[config.mk]
export PLATFORM = sky130hd
export DESIGN_NAME = fifo
export DESIGN_NICKNAME = d
export VERILOG_FILES = /design/src/rtl/fifo.sv
export SDC_FILE = /design/constraint.sdc
export NUM_CORES = 1
export LEC_CHECK = 0
export CAP_MARGIN = 20
export CORE_ASPECT_RATIO = 2
export CORE_UTILIZATION = 35
export DETAILED_ROUTE_END_ITERATION = 7
export GPL_TIMING_DRIVEN = 1
export SLEW_MARGIN = 20
export SYNTH_ARGS = -nofsm -noshare
export SYNTH_HDL_FRONTEND = slang
export SYNTH_SLANG_ARGS = --single-unit
[constraint.sdc]
create_clock -name clk -period 7.1 [get_ports clk]
set_clock_uncertainty 0.2 [all_clocks]
set_input_delay 0.71 -clock clk [delete_from_list [all_inputs] [get_ports clk]]
set_output_delay 0.71 -clock clk [all_outputs]
set_load 0.02 [all_outputs]
[src/rtl/fifo.sv]
// rtl/fifo.sv - single-clock first-word-fall-through queue with occupancy flags
//
// Holds the address of each outstanding read. The head entry is always
// presented on dout while the queue is non-empty, so a consumer samples dout
// in the same cycle that it asserts rd.
//
// Ports:
//   clk           system clock; all state updates on the rising edge
//   reset         asynchronous active-low reset
//   wr            push request; din captured on the clock edge
//   rd            pop request; removes the current head on the clock edge
//   din           write data [DBITS-1:0]
//   dout          head-of-queue data; 0 when empty
//   full          count == DEPTH
//   empty         count == 0
//   almost_full   count >= AF_LEVEL
//   almost_empty  count <= AE_LEVEL
//   overflow      sticky: wr while full without an accepted rd (FIFO_ERR_FLAGS_EN only)
//   underflow     sticky: rd while empty (FIFO_ERR_FLAGS_EN only)
//
// Build option: define FIFO_ERR_FLAGS_EN to add the overflow/underflow outputs.
module fifo #(
    parameter int DBITS    = 8,
    parameter int ABITS    = 5,
    parameter int AE_LEVEL = 2,
    parameter int AF_LEVEL = (2 ** ABITS) - 2
) (
    input  logic             clk,
    input  logic             reset,
    input  logic             wr,
    input  logic             rd,
    input  logic [DBITS-1:0] din,
    output logic [DBITS-1:0] dout,
    output logic             full,
    output logic             empty,
    output logic             almost_full,
`ifdef FIFO_ERR_FLAGS_EN
    output logic             almost_empty,
    output logic             overflow,
    output logic             underflow
`else
    output logic             almost_empty
`endif
);

    localparam int DEPTH = 2 ** ABITS;
    localparam logic [ABITS:0] DEPTH_C = (ABITS + 1)'(DEPTH);
    localparam logic [ABITS:0] AF_C    = (ABITS + 1)'(AF_LEVEL);
    localparam logic [ABITS:0] AE_C    = (ABITS + 1)'(AE_LEVEL);

    logic [DBITS-1:0] mem_q [DEPTH];

    logic [ABITS-1:0] wr_ptr_q, wr_ptr_d;
    logic [ABITS-1:0] rd_ptr_q, rd_ptr_d;
    logic [ABITS:0]   count_q,  count_d;

    logic push;
    logic pop;

    // Flags decode the registered count, so they move the cycle after the edge.
    assign full         = (count_q == DEPTH_C);
    assign empty        = (count_q == '0);
    assign almost_full  = (count_q >= AF_C);
    assign almost_empty = (count_q <= AE_C);

    // A pop frees a slot in the same edge, which is what lets a write land
    // on a full queue.
    assign pop  = rd && !empty;
    assign push = wr && (!full || pop);

    // No bypass path: a word written into an empty queue shows up next cycle.
    assign dout = empty ? '0 : mem_q[rd_ptr_q];

    always_comb begin
        wr_ptr_d = wr_ptr_q;
        rd_ptr_d = rd_ptr_q;
        count_d  = count_q;
        if (push) begin
            wr_ptr_d = wr_ptr_q + ABITS'(1);
        end
        if (pop) begin
            rd_ptr_d = rd_ptr_q + ABITS'(1);
        end
        if (push && !pop) begin
            count_d = count_q + (ABITS + 1)'(1);
        end else if (pop && !push) begin
            count_d = count_q - (ABITS + 1)'(1);
        end
    end

    always_ff @(posedge clk or negedge reset) begin
        if (!reset) begin
            wr_ptr_q <= '0;
            rd_ptr_q <= '0;
            count_q  <= '0;
        end else begin
            wr_ptr_q <= wr_ptr_d;
            rd_ptr_q <= rd_ptr_d;
            count_q  <= count_d;
        end
    end

    // Storage is deliberately left unreset; empty gating hides stale words.
    always_ff @(posedge clk) begin
        if (push) begin
            mem_q[wr_ptr_q] <= din;
        end
    end

`ifdef FIFO_ERR_FLAGS_EN
    logic overflow_q,  overflow_d;
    logic underflow_q, underflow_d;

    always_comb begin
        overflow_d  = overflow_q  || (wr && full && !pop);
        underflow_d = underflow_q || (rd && empty);
    end

    always_ff @(posedge clk or negedge reset) begin
        if (!reset) begin
            overflow_q  <= 1'b0;
            underflow_q <= 1'b0;
        end else begin
            overflow_q  <= overflow_d;
            underflow_q <= underflow_d;
        end
    end

    assign overflow  = overflow_q;
    assign underflow = underflow_q;
`endif

endmodule

==> run metrics <==
# DRC=0; FF-to-FF End=count_q[5]$_DFFE_PN0P_; fin crit share=between 60% and 70%; CP Capture Type=output pin; r2r setup slk=between 3000 and 4000 ps; ranking of synthesized cells by area=edfxtp_1 (70%), mux4_2 (9.9%), dfrtp_1 (3.7%); DIE WIDTH=between 100 and 150 um; Clock Tree Buf Depth=3; gpl congestion=0.766; via count=about 5400; Worst Hold Class=flip-flop to flip-flop; Register Area=around 8000 sq um; post-synthesis cell area=10900 sq um; commonest non-fill, non-tap cell in the layout=edfxtp_1; RSZ-0062 raised after global routing=no; hold wc startpoint=count_q[4]$_DFFE_PN0P_; port bufs=23; Power Dens Cells=roughly 400 nW/um^2; Tmin final=4810 ps; Synth cell types=~50; Final Hold Viols=0; Initial Utilization=between 30% and 40%; initial antenna violation count=0; die area=around 32000 sq um; vias per inst=around 5.5; Antenna Nets Post-Route=0; Critical Path AT=around 3900 ps; fin util=approximately two fifths; Clk pin slew, worst setup/hold paths=approximately 70 ps; Max Slew Vio Count=0; DP HPWL=16.8 mm; Hold Buf Count CTS=0; Worst R2R Start=count_q[3]$_DFFE_PN0P_; Rel. slew slack=around 27%; critical path type=flip-flop to output pin; GR peak layer=met2; Final setup violation count=0; I/O pin count=24; sequential area share after synthesis=around three quarters; Slew @ Worst Pin=1090 ps; number of global-route vias before repair=around 5800; Synth Net Count=between 500 and 600; fillers=about 2700; first-pass GRT wire length=37.5 mm; met1 usage=17.7%; Worst-Skew Late Latency=approximately 530 ps; Resized cells post-CTS=0; Leakage=3.89 nW; Die Y-Extent=between 200 and 300 um; Core ar.=between 30000 and 40000 sq um; clk root buf=clkbuf_16; nets=slightly above 600; R2R cell count=10; ratio of cells with drive above 1 in the final layout=between 10% and 20%; Area Growth Syn to Fin=11.6%; FP Rows=91; setup TNS=0 ps; commonest non-fill, non-tap cells in the layout=edfxtp_1 (256), mux4_2 (48), nor2_1 (36); ANT cells=0; postcts setup bufs=0; Buf/Inv on CP=2; top achievable clock speed=208 MHz; Most used DFF post-synth=edfxtp_1; Crit-path slowest cell=dfrtp_4; drt first pass iters=5; Worst Setup Start Kind=flip-flop; area leader, netlist=edfxtp_1; Clock H-tree levels=1; clock sink count=about 270; CTS tree=built; drt wl/cell=25.4 um; GRT met3 Usage=under 10%; final WL=approximately 25 mm; GRT overflow=0; pin count of the biggest net entering global routing=34; Slowest Stage Delay on Critical Path=860 ps; CP Max Fanout=33; EDFF count, synth=256; GRT Total Usage=approximately 16%; run status=finished, final reports clean; top-area cell type share of the netlist area=between 70 and 80%; YS warnings=0; Post-synth ARST share=under 10%; MaxCap Viol Count=0; met2 Track Usage GR=a little under a third; Syn Inst Count=roughly 560; Cell Chain, Critical Path=buf_4 > mux4_2 > a22o_1 > a2111oi_2 > nor3_1 > clkdlybuf4s50_1; CP required=between 6000 and 7000 ps; post-synthesis area per instance=about 20 sq um; worst hold stages=2; VDD IR max=just over 200 uV; DRT iter0 DRCs=488; crit-path leading delay family=buffers and inverters; Inserted Clock Buffers=23; number of synthesized register bits=272; Multi-input gate area=2620 sq um; Worst Hold End=count_q[4]$_DFFE_PN0P_
-- cells in the mapped netlist (2+ instances only) --
master and count:
edfxtp_1 256, mux4_2 48, nor2_1 36, mux2i_1 32, dfrtp_1 16, a22o_1 15, nand2_1 15, clkbuf_1 11
ha_1 10, xnor2_1 10, nor3_1 8, o22ai_1 8, a211oi_1 7, o221ai_1 7, inv_1 6, a2111oi_2 5
buf_6 5, a21oi_1 4, buf_1 4, buf_2 4, nand3_1 4, nand3b_1 4, o21ai_0 4, nand4_1 3
a2111oi_1 2, a21o_1 2, and2_1 2, and3_1 2, buf_4 2, mux2_2 2, nor2b_1 2, nor4_1 2
xor2_1 2
-- flip-flops by register name, summed over array words and instances (netlist names) --
name / cells
mem_q: 256
count_q: 6
rd_ptr_q: 5
wr_ptr_q: 5
-- kinds of logic (layout without fill, tap and decap cells) --
kind of cell	after synthesis	after routing	synth area share [%]
AOI/OAI and AO/OA	62	62	4.79
xor gates and xnor gates	12	12	0.964
adders and majority gates	11	11	1.33
buffers and inverters	34	82	1.78
DFF	272	272	74.2
muxes	84	84	13.4
and+or+nand+nor	83	83	3.57
-- routing by layer --
layer | share of wire (%) | vias to the layer above
met1 | 36 | 2848
met5 | 0 | -
li1 | - | 2346
met4 | 3.4 | 0
met2 | 57 | 154
met3 | 3.5 | 42
-- worst max path at each step --
stage	start	endpoint	slack, ps	cells past startpoint
2_1_floorplan	count_q[3]$_DFFE_PN0P_	count_q[5]$_DFFE_PN0P_	4050	10
3_3_place_gp	rd_ptr_q[0]$_DFFE_PN0N_	dout[0]	2810	5
3_5_place_dp	rd_ptr_q[0]$_DFFE_PN0N_	dout[3]	2800	6
4_1_cts	rd_ptr_q[0]$_DFFE_PN0N_	dout[3]	2250	6
5_1_grt	rd_ptr_q[2]$_DFFE_PN0N_	dout[1]	2120	5
6_report	rd_ptr_q[0]$_DFFE_PN0N_	dout[3]	2290	6
-- stage by stage --
stage                     hold slack (ps)  worst slack, ps  power (W)  instances  area, sq um
after floorplan                       214             4050    0.00313        558        10900
after global placement                339             2810    0.00364        937        11500
after detailed placement              353             2800    0.00366        937        11500
after CTS                             370             2250    0.00480        978        12200
after global routing                  410             2120    0.00496        978        12200
final                                 373             2290    0.00477        978        12200
-- final cells by class --
| cell class | count | area share [%] |
|---|---|---|
| inverters | 7 | 0.216 |
| flip-flops and latches | 272 | 66.5 |
| clock inverters | 15 | 0.658 |
| clock buffers | 26 | 4.82 |
| multi-input cells | 252 | 21.6 |
| repair buffers | 34 | 2.41 |
| well taps | 372 | 3.83 |
-- worst register-to-register path, delay by kind of cell (launching register included) --
| kind | cells | cell delay, ps |
|---|---|---|
| buffers and inverters | 1 | 160 |
| AOI/OAI and AO/OA | 2 | 530 |
| DFF | 1 | 430 |
| xor gates and xnor gates | 1 | 200 |
| adders and majority gates | 2 | 640 |
| and+or+nand+nor | 4 | 1310 |
-- power breakdown --
group / internal (W) / total [W] / switching (W)
clock network: 0.000599 / 0.00116 / 0.000560
registers: 0.00190 / 0.00209 / 0.000194
logic: 0.000686 / 0.00151 / 0.000828
No activity file was read; power rests on OpenSTA's default activity.
